===== config.mk =====
export PLATFORM = sky130hd
export DESIGN_NAME = wb_gpio_irq
export DESIGN_NICKNAME = d
export VERILOG_FILES = /design/src/rtl/wb_gpio_irq_pkg.sv /design/src/rtl/gpio_in_sync.sv /design/src/rtl/wb_gpio_irq.sv
export SDC_FILE = /design/constraint.sdc
export NUM_CORES = 1
export LEC_CHECK = 0
export ABC_AREA = 1
export CAP_MARGIN = 10
export CORE_ASPECT_RATIO = 1.2
export CORE_MARGIN = 2
export CORE_UTILIZATION = 55
export CTS_CLUSTER_SIZE = 16
export DETAILED_ROUTE_END_ITERATION = 10
export PLACE_DENSITY = 0.85
export SYNTH_ARGS = -nofsm -noshare
export SYNTH_HDL_FRONTEND = slang
export SYNTH_SLANG_ARGS = --single-unit

===== constraint.sdc =====
create_clock -name wb_clk -period 2.27 [get_ports wb_clk]
set_clock_uncertainty 0.1 [all_clocks]
set_input_delay 0.5675 -clock wb_clk [delete_from_list [all_inputs] [get_ports wb_clk]]
set_output_delay 0.5675 -clock wb_clk [all_outputs]
set_load 0.03 [all_outputs]

===== src/rtl/wb_gpio_irq_pkg.sv =====
// Shared constants and types for the Wishbone GPIO controller with per-pin interrupts.
package wb_gpio_irq_pkg;

    localparam int unsigned BUS_W    = 32;
    localparam int unsigned SEL_W    = BUS_W / 8;
    localparam int unsigned ADR_W    = 4;
    localparam int unsigned NUM_REGS = 9;

    localparam logic [ADR_W-1:0] OFS_IN     = 4'd0;
    localparam logic [ADR_W-1:0] OFS_OUT    = 4'd1;
    localparam logic [ADR_W-1:0] OFS_SET    = 4'd2;
    localparam logic [ADR_W-1:0] OFS_CLR    = 4'd3;
    localparam logic [ADR_W-1:0] OFS_DIR    = 4'd4;
    localparam logic [ADR_W-1:0] OFS_IE     = 4'd5;
    localparam logic [ADR_W-1:0] OFS_TYPE   = 4'd6;
    localparam logic [ADR_W-1:0] OFS_POL    = 4'd7;
    localparam logic [ADR_W-1:0] OFS_STATUS = 4'd8;

    localparam logic TYPE_LEVEL = 1'b0;
    localparam logic TYPE_EDGE  = 1'b1;
    localparam logic POL_LOW    = 1'b0;
    localparam logic POL_HIGH   = 1'b1;

    typedef struct packed {
        logic [ADR_W-1:0] adr;
        logic [BUS_W-1:0] dat;
        logic [SEL_W-1:0] sel;
        logic             we;
    } wb_req_t;

    // Expand byte enables into a per-bit write mask.
    function automatic logic [BUS_W-1:0] byte_mask(input logic [SEL_W-1:0] sel);
        return {{8{sel[3]}}, {8{sel[2]}}, {8{sel[1]}}, {8{sel[0]}}};
    endfunction

endpackage


===== src/rtl/gpio_in_sync.sv =====
// Multi-flop input synchroniser with a previous-value copy for edge detection.
module gpio_in_sync #(
    parameter int unsigned WIDTH       = 1,
    parameter int unsigned SYNC_STAGES = 2
) (
    input  logic             clk,
    input  logic             rst_n,
    input  logic [WIDTH-1:0] din,
    output logic [WIDTH-1:0] sync,
    output logic [WIDTH-1:0] prev
);

    logic [SYNC_STAGES-1:0][WIDTH-1:0] stage;

    always_ff @(posedge clk) begin
        if (!rst_n) begin
            stage <= '0;
            prev  <= '0;
        end else begin
            stage <= {stage[SYNC_STAGES-2:0], din};
            prev  <= stage[SYNC_STAGES-1];
        end
    end

    assign sync = stage[SYNC_STAGES-1];

endmodule


===== src/rtl/wb_gpio_irq.sv =====
// Wishbone GPIO slave: register file, decoder, sticky interrupt status and irq line.
module wb_gpio_irq
    import wb_gpio_irq_pkg::*;
#(
    parameter int unsigned WIDTH       = 32,
    parameter int unsigned SYNC_STAGES = 2,
    parameter logic [31:0] RESET_OUT   = '0,
    parameter logic [31:0] RESET_DIR   = '0
) (
    input  logic             wb_clk,
    input  logic             wb_rst_n,
    input  logic [ADR_W-1:0] wb_adr_i,
    input  logic [BUS_W-1:0] wb_dat_i,
    input  logic [SEL_W-1:0] wb_sel_i,
    input  logic             wb_we_i,
    input  logic             wb_cyc_i,
    input  logic             wb_stb_i,
    input  logic [2:0]       wb_cti_i,
    input  logic [1:0]       wb_bte_i,
    output logic [BUS_W-1:0] wb_dat_o,
    output logic             wb_ack_o,
    output logic             wb_err_o,
    output logic             wb_rty_o,
    input  logic [WIDTH-1:0] gpio_i,
    output logic [WIDTH-1:0] gpio_o,
    output logic [WIDTH-1:0] gpio_dir_o,
    output logic             irq_o
);

    localparam int unsigned CNT_W = $clog2(SYNC_STAGES + 2);

    wb_req_t          req;
    logic             access;
    logic             mapped;
    logic             wr_en;
    logic [BUS_W-1:0] bmask;
    logic [WIDTH-1:0] wmask;
    logic [WIDTH-1:0] wdat;
    logic [BUS_W-1:0] rdata;
    logic [WIDTH-1:0] w1c;
    logic [WIDTH-1:0] evt;
    logic [WIDTH-1:0] sync;
    logic [WIDTH-1:0] prev;
    logic [WIDTH-1:0] out_r, dir_r, ie_r, type_r, pol_r, status_r;
    logic [CNT_W-1:0] supp_cnt;
    logic             supp_done;
    logic             unused_ok;

    assign req = '{adr: wb_adr_i, dat: wb_dat_i, sel: wb_sel_i, we: wb_we_i};

    gpio_in_sync #(
        .WIDTH       (WIDTH),
        .SYNC_STAGES (SYNC_STAGES)
    ) u_sync (
        .clk   (wb_clk),
        .rst_n (wb_rst_n),
        .din   (gpio_i),
        .sync  (sync),
        .prev  (prev)
    );

    // Any new strobe not already being answered becomes one ack or err cycle.
    assign access = wb_cyc_i & wb_stb_i & ~wb_ack_o & ~wb_err_o;
    assign mapped = req.adr < ADR_W'(NUM_REGS);
    assign wr_en  = access & mapped & req.we;
    assign bmask  = byte_mask(req.sel);
    assign wmask  = bmask[WIDTH-1:0];
    assign wdat   = req.dat[WIDTH-1:0] & wmask;
    assign w1c    = (wr_en && req.adr == OFS_STATUS) ? wdat : '0;

    assign supp_done = (supp_cnt == CNT_W'(SYNC_STAGES + 1));

    always_comb begin
        rdata = '0;
        case (req.adr)
            OFS_IN:     rdata = BUS_W'(sync);
            OFS_OUT:    rdata = BUS_W'(out_r);
            OFS_DIR:    rdata = BUS_W'(dir_r);
            OFS_IE:     rdata = BUS_W'(ie_r);
            OFS_TYPE:   rdata = BUS_W'(type_r);
            OFS_POL:    rdata = BUS_W'(pol_r);
            OFS_STATUS: rdata = BUS_W'(status_r);
            default:    rdata = '0;
        endcase
    end

    // Per-pin event; masked while the synchroniser refills after reset.
    always_comb begin
        evt = '0;
        for (int i = 0; i < int'(WIDTH); i++) begin
            unique case ({type_r[i], pol_r[i]})
                {TYPE_LEVEL, POL_LOW}:  evt[i] = ~sync[i];
                {TYPE_LEVEL, POL_HIGH}: evt[i] = sync[i];
                {TYPE_EDGE,  POL_LOW}:  evt[i] = ~sync[i] & prev[i];
                {TYPE_EDGE,  POL_HIGH}: evt[i] = sync[i] & ~prev[i];
                default:                evt[i] = 1'b0;
            endcase
        end
        if (!supp_done) evt = '0;
    end

    always_ff @(posedge wb_clk) begin
        if (!wb_rst_n) begin
            out_r    <= RESET_OUT[WIDTH-1:0];
            dir_r    <= RESET_DIR[WIDTH-1:0];
            ie_r     <= '0;
            type_r   <= '0;
            pol_r    <= '0;
            status_r <= '0;
            supp_cnt <= '0;
            wb_ack_o <= 1'b0;
            wb_err_o <= 1'b0;
            wb_dat_o <= '0;
            irq_o    <= 1'b0;
        end else begin
            wb_ack_o <= access & mapped;
            wb_err_o <= access & ~mapped;
            wb_dat_o <= access ? rdata : '0;
            if (wr_en) begin
                case (req.adr)
                    OFS_OUT:  out_r  <= (out_r  & ~wmask) | wdat;
                    OFS_SET:  out_r  <= out_r | wdat;
                    OFS_CLR:  out_r  <= out_r & ~wdat;
                    OFS_DIR:  dir_r  <= (dir_r  & ~wmask) | wdat;
                    OFS_IE:   ie_r   <= (ie_r   & ~wmask) | wdat;
                    OFS_TYPE: type_r <= (type_r & ~wmask) | wdat;
                    OFS_POL:  pol_r  <= (pol_r  & ~wmask) | wdat;
                    default:  ;
                endcase
            end
            // A new event outranks a simultaneous clear.
            status_r <= (status_r & ~w1c) | evt;
            irq_o    <= |(status_r & ie_r);
            if (!supp_done) supp_cnt <= supp_cnt + CNT_W'(1);
        end
    end

    assign gpio_o     = out_r;
    assign gpio_dir_o = dir_r;
    assign wb_rty_o   = 1'b0;

    assign unused_ok = ^{wb_cti_i, wb_bte_i, req, bmask};

endmodule

==> impl_metrics.json <==
{
  "status": "completed",
  "final_min_period_over_clock_period_pct": 98.7,
  "vias": 15600,
  "vdd_ir_drop_max_v": 0.000452,
  "grt_max_degree": 82,
  "ctsHtreeMaxLevel": 2,
  "n_antenna_cell": 0,
  "combPwrFrac_pct": 8.5,
  "synth-seq-cells": 325,
  "fin_tns_setup_ps": 0,
  "tightest_slew_ps": 617,
  "post-dp-hpwl_mm": 30.3,
  "async_flop_share_pct": 0,
  "nNetsFinal": 2513,
  "yosysWarnings": 0,
  "dpl_cell_area_sq_um": 17600,
  "ys.flop_type": "dfxtp_1",
  "crit_chain": "clkdlybuf4s50_1",
  "rsz0062_at_grt": "false",
  "ant_nets": 0,
  "drv_slew": 0,
  "rr_worst_depth": 8,
  "clk_path_buf_depth": 3,
  "cp_slowest_stage_delay_ps": 690,
  "p_leak_nw": 8.85,
  "multi_input_area_sq_um": 6590,
  "post-route-util_pct": 71.3,
  "synth_edf_count": 0,
  "core_sq_um": 26300,
  "internal_power_mw": 9.48,
  "io_pins": 182,
  "numCtsBuffers": 34,
  "antenna_found_initial": 1,
  "avgSynthCellArea_sq_um": 6.61,
  "ys_top_cells_by_count": "nand2_1 (746), dfxtp_1 (325), inv_1 (275)",
  "synthDistinctLibCells": 25,
  "grt_overflow": 0,
  "critPathKind": "flop to output pin",
  "drc_errors": 0,
  "cpMaxStageDelayCell": "clkdlybuf4s50_1",
  "p_per_area_nw_per_um2": 667,
  "clk_latency_ps": 520,
  "critPathTopFamily": "buffers and inverters",
  "pwr-share-clk_pct": 43.9,
  "clkSinkCount": 325,
  "synth_cells": 2221,
  "synth_top_area_share_pct": 44.3,
  "cp-start-kind": "flop",
  "initialDrtViolationCount": 1522,
  "design_area_sq_um": 18700,
  "fp.dieW_um": 153,
  "gp_congestion": 0.904,
  "rrSetupSlack_ps": 420,
  "maxCapViolations": 0,
  "synthTopCellsByArea": "dfxtp_1 (44%), nand2_1 (19%), inv_1 (7.0%), nor2_1 (6.3%), nand3_1 (4.4%)",
  "setup_viol": 0,
  "initial_utilization_pct": 55.9,
  "pwr-share-seq_pct": 47.6,
  "drive_gt1_share_pct": 8.40,
  "hp-class": "flop to flop",
  "vias_per_cell": 5.59,
  "syn_to_final_growth_pct": 27.6,
  "placement.io_buffers": 175,
  "syn_nets": 2304,
  "clk_pin_slew_ps": 60,
  "dieArea_sq_um": 28000,
  "grt_pass1_wl_mm": 72.2,
  "num-fill-cells": 2021,
  "switching_power_mw": 3.01,
  "synth_area_sq_um": 14700,
  "p_sw_share_pct": 24.1,
  "rows": 65,
  "seqCellArea_sq_um": 6510,
  "max_freq_mhz": 446,
  "whs_path_depth": 2,
  "wirelength_mm": 45.1,
  "rr_startpoint": "wb_ack_o$_SDFF_PN0_",
  "hold_violations": 0,
  "die_y_um": 183,
  "cp.required_ps": 1600,
  "synth.most_common_cell": "nand2_1",
  "first_global_vias": 15000,
  "holdPathEnd": "u_sync.sync[18]$_SDFF_PN0_",
  "first_pass_iters": 6,
  "path_max_fanout": 3,
  "clockRootBuffer": "clkbuf_16",
  "grt_usage_pct": 31.3,
  "maxSlewHeadroom_pct": 58.9,
  "cp_num_buf_inv": 1,
  "routedWlPerCell_um": 16.2,
  "endpoint_kind": "output pin",
  "crit_arrival_ps": 1570,
  "min_period_ps": 2240,
  "worstHoldStart": "u_sync.stage[18]$_SDFF_PN0_",
  "synth_top_cell_by_area": "dfxtp_1",
  "tritoncts": "built",
  "seq_area_frac_synth_pct": 44.3
}
## kinds of logic (layout without fill, tap and decap cells)
kind of cell               after synthesis  after routing  share of synthesized area, %
other                                    1              1                        0.0256
DFF                                    325            325                          44.3
and+or+nand+nor                       1244           1244                          35.9
adders and majority gates                1              1                        0.0853
buffers and inverters                  402            634                          10.8
AOI/OAI and AO/OA                      248            248                          8.82
## per-layer routing
layer / vias up / global-route usage, % / wire (um)
li1: 7368 / - / -
met3: 219 / 6.07 / 4330
met5: - / 0 / 13
met2: 871 / 53.2 / 21200
met4: 2 / 18.1 / 2430
met1: 7130 / 36.9 / 17200
## what timing repair did
| action | in CTS | in global routing |
|---|---|---|
| endpoints found under the setup margin | 11 | 18 |
| hold buffers | 0 | 0 |
| buffers inserted | 0 | 0 |
| resized for setup | 11 | 18 |
## layout make-up
type / instances / area share (%)
Clock buffer: 51 / 5.65
Clock inverter: 8 / 0.254
Inverter: 286 / 5.76
Multi-Input combinational cell: 1494 / 35.2
Sequential cell: 325 / 34.7
Tap cell: 335 / 2.24
Timing Repair Buffer: 289 / 16.1
## power by group through the flow
stage | sequential (mW) | clock [mW] | combinational, mW
2_1_floorplan | 6.05 | 0 | 0.521
3_3_place_gp | 6.06 | 0 | 1.01
3_5_place_dp | 6.06 | 0 | 1.03
4_1_cts | 5.94 | 5.53 | 1.04
5_1_grt | 5.96 | 5.75 | 1.14
6_report | 5.95 | 5.49 | 1.06
## worst max path at each step
stage | from | endpoint | slack [ps] | cells after the start
after CTS | gpio_o[22]$_SDFFE_PN0P_ | gpio_o[22] | 2 | 1
after global routing | flop | gpio_dir_o[26] | 0.7 | 1
after global placement | wb_adr_i[2] | wb_dat_o[10]$_SDFF_PN0_ | -170 | 10
final | gpio_o[31]$_SDFFE_PN0P_ | gpio_o[31] | 30 | 1
after detailed placement | wb_adr_i[1] | flop | -240 | 9
after floorplan | wb_cyc_i | flop | 460 | 9
## per-stage QoR
| step | cells | power (mW) | setup slack [ps] | hold slack, ps |
|---|---|---|---|---|
| detailed placement | 2729 | 7.09 | -242 | 296 |
| global route | 2788 | 12.9 | 0.668 | 327 |
| finish | 2788 | 12.5 | 28.6 | 309 |
| floorplan | 2221 | 6.57 | 460 | 290 |
| global placement | 2729 | 7.07 | -168 | 292 |
| CTS | 2788 | 12.5 | 1.70 | 308 |
## layout by cell type (no fill, tap or decap), drive strengths merged
| cell type | instances |
|---|---|
| ha | 1 |
| clkinvlp | 3 |
| o21ai | 99 |
| dlygate4sd2 | 11 |
| dlymetal6s2s | 18 |
| clkbuf | 51 |
| nand3 | 131 |
| clkinv | 5 |
| dfxtp | 325 |
| nand2 | 752 |
| nor2 | 253 |
| a21oi | 128 |
| o211ai | 2 |
| nand4 | 108 |
| clkdlybuf4s50 | 145 |
| conb | 1 |
| buf | 115 |
| o31ai | 19 |
| inv | 286 |
(Power assumes the default switching activity.)
